==> src/rtl/rpn_exec.sv <==
// rpn_exec: command sequencer and arithmetic unit driving the RPN operand stack from the initiator side.
// Define RPN_EXEC_DIV_EN to turn cmd_op 111 into unsigned DIV; otherwise 111 completes as a no-op.
module rpn_exec #(
    parameter int unsigned DATA_WIDTH = 4,
    parameter int unsigned ADDR_WIDTH = 6
) (
    input  logic                  clk,
    input  logic                  reset,
    input  logic                  cmd_valid,
    output logic                  cmd_ready,
    input  logic [2:0]            cmd_op,
    input  logic [DATA_WIDTH-1:0] cmd_data,
    output logic                  stk_push,
    output logic                  stk_pop,
    output logic [DATA_WIDTH-1:0] stk_wdata,
    input  logic [DATA_WIDTH-1:0] stk_rdata,
    output logic                  stk_reset,
    output logic                  done,
    output logic [1:0]            err,
    output logic [DATA_WIDTH-1:0] top,
    output logic [ADDR_WIDTH:0]   depth
);

    localparam int unsigned CNT_W    = ADDR_WIDTH + 1;
    localparam int unsigned CAPACITY = 1 << ADDR_WIDTH;

    localparam logic [2:0] OP_PUSH  = 3'b000;
    localparam logic [2:0] OP_ADD   = 3'b001;
    localparam logic [2:0] OP_SUB   = 3'b010;
    localparam logic [2:0] OP_MUL   = 3'b011;
    localparam logic [2:0] OP_DUP   = 3'b100;
    localparam logic [2:0] OP_DROP  = 3'b101;
    localparam logic [2:0] OP_CLEAR = 3'b110;
    localparam logic [2:0] OP_DIV   = 3'b111;

    localparam logic [1:0] ERR_OK    = 2'b00;
    localparam logic [1:0] ERR_UNDER = 2'b01;
    localparam logic [1:0] ERR_OVER  = 2'b10;
    localparam logic [1:0] ERR_DIVZ  = 2'b11;

    typedef enum logic [3:0] {
        IDLE,
        PUSH_L,
        POP_B,
        POP_A,
        LATCH_A,
        PUSH_R,
        DUP_W,
        CLR,
        ERR
    } state_t;

    state_t                state;
    state_t                state_nxt;
    logic [2:0]            op_q;
    logic [2:0]            op_nxt;
    logic [DATA_WIDTH-1:0] b_q;
    logic [DATA_WIDTH-1:0] b_nxt;

    logic                  cmd_ready_nxt;
    logic                  push_nxt;
    logic                  pop_nxt;
    logic                  clr_nxt;
    logic                  done_nxt;
    logic [DATA_WIDTH-1:0] wdata_nxt;
    logic [DATA_WIDTH-1:0] top_nxt;
    logic [1:0]            err_nxt;
    logic [CNT_W-1:0]      depth_nxt;

    logic                  full;
    logic                  empty;
    logic                  lt_two;
    logic                  div_op;
    logic                  binary_op;
    logic [DATA_WIDTH-1:0] result;
    logic [1:0]            result_err;

    // Shadow copy of the stack contents so the top mirror survives pops.
    logic [DATA_WIDTH-1:0] shadow [CAPACITY];
    logic                  sh_we;
    logic [ADDR_WIDTH-1:0] sh_addr;
    logic [DATA_WIDTH-1:0] sh_data;
    logic [DATA_WIDTH-1:0] below_top;

    assign full      = (depth == CNT_W'(CAPACITY));
    assign empty     = (depth == '0);
    assign lt_two    = (depth < CNT_W'(2));
    assign below_top = (depth <= CNT_W'(1)) ? '0 : shadow[ADDR_WIDTH'(depth - CNT_W'(2))];

`ifdef RPN_EXEC_DIV_EN
    assign div_op = (cmd_op == OP_DIV);
`else
    assign div_op = 1'b0;
`endif

    assign binary_op = (cmd_op == OP_ADD) || (cmd_op == OP_SUB) || (cmd_op == OP_MUL) || div_op;

    // Arithmetic on A (arriving on stk_rdata in LATCH_A) and latched B.
    always_comb begin
        result     = '0;
        result_err = ERR_OK;
        case (op_q)
            OP_ADD:  result = stk_rdata + b_q;
            OP_SUB:  result = stk_rdata - b_q;
            OP_MUL:  result = DATA_WIDTH'(stk_rdata * b_q);
`ifdef RPN_EXEC_DIV_EN
            OP_DIV: begin
                if (b_q == '0) begin
                    result     = '1;
                    result_err = ERR_DIVZ;
                end else begin
                    result = stk_rdata / b_q;
                end
            end
`endif
            default: result = '0;
        endcase
    end

    // Next state and next values of every registered output.
    always_comb begin
        state_nxt     = state;
        op_nxt        = op_q;
        b_nxt         = b_q;
        cmd_ready_nxt = 1'b0;
        push_nxt      = 1'b0;
        pop_nxt       = 1'b0;
        clr_nxt       = 1'b0;
        done_nxt      = 1'b0;
        wdata_nxt     = stk_wdata;
        top_nxt       = top;
        err_nxt       = err;
        depth_nxt     = depth;
        sh_we         = 1'b0;
        sh_addr       = '0;
        sh_data       = '0;

        case (state)
            IDLE: begin
                if (cmd_valid && cmd_ready) begin
                    op_nxt = cmd_op;
                    if (binary_op) begin
                        if (lt_two) begin
                            state_nxt = ERR;
                            done_nxt  = 1'b1;
                            err_nxt   = ERR_UNDER;
                        end else begin
                            state_nxt = POP_B;
                            pop_nxt   = 1'b1;
                        end
                    end else begin
                        case (cmd_op)
                            OP_PUSH: begin
                                done_nxt = 1'b1;
                                if (full) begin
                                    state_nxt = ERR;
                                    err_nxt   = ERR_OVER;
                                end else begin
                                    state_nxt = PUSH_L;
                                    push_nxt  = 1'b1;
                                    wdata_nxt = cmd_data;
                                    err_nxt   = ERR_OK;
                                    depth_nxt = depth + CNT_W'(1);
                                    top_nxt   = cmd_data;
                                    sh_we     = 1'b1;
                                    sh_addr   = ADDR_WIDTH'(depth);
                                    sh_data   = cmd_data;
                                end
                            end
                            OP_DUP: begin
                                done_nxt = 1'b1;
                                if (empty) begin
                                    state_nxt = ERR;
                                    err_nxt   = ERR_UNDER;
                                end else if (full) begin
                                    state_nxt = ERR;
                                    err_nxt   = ERR_OVER;
                                end else begin
                                    state_nxt = DUP_W;
                                    push_nxt  = 1'b1;
                                    wdata_nxt = top;
                                    err_nxt   = ERR_OK;
                                    depth_nxt = depth + CNT_W'(1);
                                    sh_we     = 1'b1;
                                    sh_addr   = ADDR_WIDTH'(depth);
                                    sh_data   = top;
                                end
                            end
                            OP_DROP: begin
                                if (empty) begin
                                    state_nxt = ERR;
                                    done_nxt  = 1'b1;
                                    err_nxt   = ERR_UNDER;
                                end else begin
                                    state_nxt = POP_B;
                                    pop_nxt   = 1'b1;
                                end
                            end
                            OP_CLEAR: begin
                                state_nxt = CLR;
                                clr_nxt   = 1'b1;
                                done_nxt  = 1'b1;
                                err_nxt   = ERR_OK;
                                depth_nxt = '0;
                                top_nxt   = '0;
                            end
                            default: begin
                                // Unused opcode: complete cleanly without touching the stack.
                                state_nxt = ERR;
                                done_nxt  = 1'b1;
                                err_nxt   = ERR_OK;
                            end
                        endcase
                    end
                end
            end
            POP_B: begin
                if (op_q == OP_DROP) begin
                    state_nxt = LATCH_A;
                    done_nxt  = 1'b1;
                    err_nxt   = ERR_OK;
                    depth_nxt = depth - CNT_W'(1);
                    top_nxt   = below_top;
                end else begin
                    state_nxt = POP_A;
                    pop_nxt   = 1'b1;
                end
            end
            POP_A: begin
                state_nxt = LATCH_A;
                b_nxt     = stk_rdata;
            end
            LATCH_A: begin
                if (op_q == OP_DROP) begin
                    state_nxt = IDLE;
                end else begin
                    state_nxt = PUSH_R;
                    push_nxt  = 1'b1;
                    wdata_nxt = result;
                    done_nxt  = 1'b1;
                    err_nxt   = result_err;
                    depth_nxt = depth - CNT_W'(1);
                    top_nxt   = result;
                    sh_we     = 1'b1;
                    sh_addr   = ADDR_WIDTH'(depth - CNT_W'(2));
                    sh_data   = result;
                end
            end
            PUSH_L, PUSH_R, DUP_W, CLR, ERR: state_nxt = IDLE;
            default:                         state_nxt = IDLE;
        endcase

        cmd_ready_nxt = (state_nxt == IDLE);
    end

    always_ff @(posedge clk) begin
        if (reset) begin
            state     <= IDLE;
            op_q      <= OP_PUSH;
            b_q       <= '0;
            cmd_ready <= 1'b1;
            stk_push  <= 1'b0;
            stk_pop   <= 1'b0;
            stk_reset <= 1'b0;
            done      <= 1'b0;
            stk_wdata <= '0;
            top       <= '0;
            err       <= ERR_OK;
            depth     <= '0;
        end else begin
            state     <= state_nxt;
            op_q      <= op_nxt;
            b_q       <= b_nxt;
            cmd_ready <= cmd_ready_nxt;
            stk_push  <= push_nxt;
            stk_pop   <= pop_nxt;
            stk_reset <= clr_nxt;
            done      <= done_nxt;
            stk_wdata <= wdata_nxt;
            top       <= top_nxt;
            err       <= err_nxt;
            depth     <= depth_nxt;
        end
    end

    always_ff @(posedge clk) begin
        if (sh_we && !reset) begin
            shadow[sh_addr] <= sh_data;
        end
    end

endmodule

==> config.mk <==
export PLATFORM = sky130hd
export DESIGN_NAME = rpn_exec
export DESIGN_NICKNAME = d
export VERILOG_FILES = /design/src/rtl/rpn_exec.sv
export SDC_FILE = /design/constraint.sdc
export NUM_CORES = 1
export LEC_CHECK = 0
export ABC_AREA = 1
export CORE_MARGIN = 1
export CORE_UTILIZATION = 65
export DETAILED_ROUTE_END_ITERATION = 8
export PLACE_DENSITY_LB_ADDON = 0.25
export SLEW_MARGIN = 25
export SYNTH_ARGS = -nofsm -noshare
export SYNTH_HDL_FRONTEND = slang
export SYNTH_SLANG_ARGS = --single-unit
==> constraint.sdc <==
create_clock -name clk -period 14.3 [get_ports clk]
set_input_delay 2.86 -clock clk [delete_from_list [all_inputs] [get_ports clk]]
set_output_delay 2.86 -clock clk [all_outputs]
set_load 0.01 [all_outputs]
### Word-level counts from Yosys, hierarchy flattened

Memory sizes are Yosys's and may differ from the RTL's.
Index checks and enable logic that the tools add are counted.

* flip-flop bits (word level): 33
* bits in writable memories: 256
* bits of input ports: 14
* output and inout bits: 22
* word-level logic and storage cells: 148
* memories kept: 1

* $add $sub $neg: 5
* multiply operators: 1
* order comparisons: 2
* eq/ne operators: 26
* mux-type cells: 82
* bitwise logic cells: 2
* reduce and logical (&&, ||, !) cells: 17

Memories
* shadow: depth 64, bits a word 4, read ports 1, clocked after memory_dff 0, wr ports 1, line 79 `logic [DATA_WIDTH-1:0] shadow [CAPACITY];`

Operator list (count)
* $mux W4: 23
* $mux W7: 6
* $pmux W7 S3: 2
* $pmux W4 S2: 5
* $pmux W4 S4: 2
* $mux W6: 5
* $pmux W4 S3: 2
* $pmux W6 S2: 2
* $mux W1: 19
* $mux W2: 8
* $reduce_and A7 Y1: 2
* $eq A3 B2 Y1 const B: 4
* $eq A3 B3 Y1 const B: 4
* $ne A3 B3 Y1 const B: 4
* $pmux W2 S3: 2
* $eq A4 B2 Y1 const B: 2
* $logic_not A4 Y1: 2
* $ne A2 B2 Y1 const B: 4
* $reduce_and A8 Y1: 1
* $add A7 B1 Y7 const B: 1
* $eq A7 B7 Y1 const B: 1
* $le A7 B1 Y1 const B: 1
* $logic_not A7 Y1: 1
* $lt A7 B2 Y1 const B: 1
* 23 further kinds: 31

### Longest topological paths before layout

* depth after elaboration: 10
* mapped depth: 17
* depth with buffers taken out: 15

### Worst setup path before layout

Ideal clock, no wire load.

* path type: input-to-reg
* start: input stk_rdata[1]
* end: memory shadow[0][3], data pin
* arrival: 6008 ps
* required time: 13752 ps
* path slack: 7744 ps
* stages on the path: 14
* buffers on the path: 0
* cells stage by stage: nand2_1 inv_1 ha_1 ha_1 ha_1 xnor2_1 inv_1 nand2_1 nand2_1 nand2_1 nand3_1 nand2_1 nand2_1 a21oi_1

* longest elaborated chain between the ends: 4
* elaborated cells between the ends (all ways): 6
* classes of those cells: add/sub: 2; mul: 1; mux: 3

RTL lines
* from (decl): line 16 `input logic [DATA_WIDTH-1:0] stk_rdata,`
* $mul A4 B4 Y4 (tied with other cells): line 105 `OP_MUL: result = DATA_WIDTH'(stk_rdata * b_q);`
* $pmux W4 S3 (*): line 102 `case (op_q)`
* $mux W4 (*): line 234 `if (op_q == OP_DROP) begin`
* $pmux W4 S2 (*): line 138 `case (state)`
* named net sh_data[3]: line 82 `logic [DATA_WIDTH-1:0] sh_data;`
* to (decl): line 79

The timed path passes the listed nets; every way through them passes the cells marked *.

### Worst setup path after layout

* start: input stk_rdata[0]
* end: memory shadow[61][3], data pin

Same word-level chain as after synthesis.

==> flow_summary.toml <==
[outcome]
outcome = "finished clean"

[drt]
dr.pass1.iters = 8
ant_nets = 0
via_per_inst = 5.833
wl_per_cell_um = 18.51
wl_um = 32770
vias = 10324
first_iter_violations = 1010
drcViolationCount = 0

[floorplanning]
fp.coreArea_um2 = 20430
io_pins = 36
fp.dieH_um = 147.0
start_util_pct = 66.87
die-area_um2 = 21600
placementRows = 52
die_w_um = 147.0

[grt]
grt_pass1_vias = 10292
track_usage_pct = 31.71
grt_pass1_wl_um = 52890
grt_max_degree = 97
antenna_found_initial = 0
grt_overflow = 0

[sta]
fmax_mhz = 182.9
worst_slew_pin_slew_ns = 1.026
rsz0062_at_grt = "false"
hold_slack_ns = 0.4947
slew_headroom_pct = 31.58
setup_viol_count_final = 0
fin_crit_sh_pct = 38.23
hold_viol_final = 0
fin_crit_ns = 5.468
finalMaxSlewViolations = 0
setup-tns-final_ns = 0
finalClockSkew_ns = 0.01778

[critical_path]
r2r_slack_ns = 10.08
path_class = "in2reg"
critPathRequiredTime_ns = 14.55
r2r_start = "depth[0]$_SDFFE_PP0P_"
endpoint_kind = "flop"
worstPathMaxFanout = 64
rr_endpoint = "shadow[55][1]$_DFFE_PP_"
crit_path_start_kind = "input port"
crit_arrival_ns = 5.72
ff2ff_path_depth = 13

[cells_and_area]
fin_area_um2 = 15280
multi_input_area_um2 = 4497
areaGrowthSynthToFinish_pct = 11.86
n_antenna_cell = 0
regArea_um2 = 8353
final_cell_mix = "nand2_1 (439), edfxtp_1 (256), nand3_1 (180)"
drive_gt1_share_pct = 7.800
fill_cells = 1386
nNetsFinal = 1508
final_common_cell = "nand2_1"

[logic_synthesis]
syn_area_per_cell_um2 = 9.357
syn_nets = 1491
ys_async_sr_fraction_pct = 0
seq_area_frac_synth_pct = 61.10
syn_area_um2 = 13660
synth_edf_count = 256
netlist_instances = 1460
ys.warnings.count = 0
synth_seq_cells = 289
ys.flop_type = "edfxtp_1"
synth_cell_types = 44

[clock_tree]
cts_buffers = 29
ctsResizeCount = 0
clock_sinks = 289
cts_root_buffer = "clkbuf_16"
cts_max_level = 1
clkSlewWorstSetupHoldPaths_ns = 0.06
post_cts_buffers = 0
cts_tree = "yes"
hold_buffers = 0
clkLatencyLatePin_ns = 0.56
cts_max_path_buffers = 3

[power]
total_leakage_power_uw = 0.006275
max-vdd-ir-drop_mv = 0.1334
power_density_nw_per_um2 = 171.1
p_total_uw = 2615

[worst_hold_path]
hp-start = "stk_wdata[2]$_SDFFE_PP0P_"
min_to = "stk_wdata[2]$_SDFFE_PP0P_"
hold_path_depth = 2
hp-class = "reg2reg"

[placement]
placed_cell_area_um2 = 14210
portBuffers = 35
dp_hpwl_um = 19200
gp_congestion = 0.9294

[flow_run]
max_cap_viol_count = 0
-- registers in the layout, summed over array words and instances (netlist names) --
name,cells
stk_wdata,4
done,1
cmd_ready,1
state,4
stk_push,1
op_q,3
top,4
err,2
stk_pop,1
depth,7
stk_reset,1
shadow,256
b_q,4
-- per-layer routing --
metal / share of wire, % / global-route usage [%] / wire (µm)
met5: 0 / 0 / 0
met1: 39 / 41.79 / 12700
met4: 4.3 / 14.90 / 1395
met3: 10 / 5.776 / 3321
met2: 47 / 51.47 / 15350
-- area by class of cell --
class	instances	share of cell area, %
clock buffer	37	5.076
multi-input combinational	954	29.43
inverter	158	3.922
tap	270	2.211
timing repair buffer	45	2.784
clock inverter	17	1.924
sequential	289	54.66
-- per-stage QoR --
stage	instances	setup WS (ns)	util, %
global route	1770	8.692	74.80
finish	1770	8.832	74.80
CTS	1770	8.875	74.80
global placement	1716	8.370	69.57
floorplan	1460	7.744	-
detailed placement	1716	8.323	69.57
-- how the worst max path moves through the flow --
| stage | startpoint | to | slack, ns | cells after the start |
|---|---|---|---|---|
| after floorplan | stk_rdata[1] | shadow[0][3]$_DFFE_PP_ | 7.74 | 14 |
| after global placement | stk_rdata[1] | shadow[41][3]$_DFFE_PP_ | 8.37 | 16 |
| after detailed placement | stk_rdata[0] | shadow[41][3]$_DFFE_PP_ | 8.32 | 16 |
| after CTS | stk_rdata[0] | shadow[9][3]$_DFFE_PP_ | 8.88 | 16 |
| after global routing | stk_rdata[1] | shadow[61][3]$_DFFE_PP_ | 8.69 | 16 |
| final | stk_rdata[0] | shadow[61][3]$_DFFE_PP_ | 8.83 | 16 |
-- critical path: stages --
cell and delay, ns:
clkdlybuf4s50_1 0.58, nand2_1 0.07, inv_1 0.06, ha_1 0.21, ha_1 0.28, ha_1 0.19, xnor2_1 0.18, inv_1 0.06
nand2_1 0.06, nand2_1 0.06, nand2_1 0.06, nand3_1 0.07, nand2_1 0.12, nand2_1 0.11, a21oi_4 0.13, buf_4 0.55
-- Yosys cell counts, drive strengths merged (11+ instances only) --
cell	n	area share [%]
a21oi	30	1.1
edfxtp	256	56
xor2	11	0.71
ha	16	1.5
o21ai	60	2.2
clkbuf	22	0.60
inv	158	4.4
nand2	452	13
buf	37	1.3
dfxtp	33	4.8
nand3	188	7.4
nor2	163	4.8
-- power breakdown --
part	switching [µW]	internal, µW	leakage [µW]
clock	315	527	0.000522
combinational	557	241	0.00300
sequential	28.1	946	0.00275
-- logic make-up (layout without fill, tap and decap cells) --
group	Yosys count	in the layout	share of synthesized area, %
compound gates	103	103	4.213
xor+xnor	18	18	1.209
fa+ha+maj	17	17	1.612
buf+inv	217	257	6.310
flops	289	289	61.10
simple gates	816	816	25.55
Power figures use the tool's default switching activity.
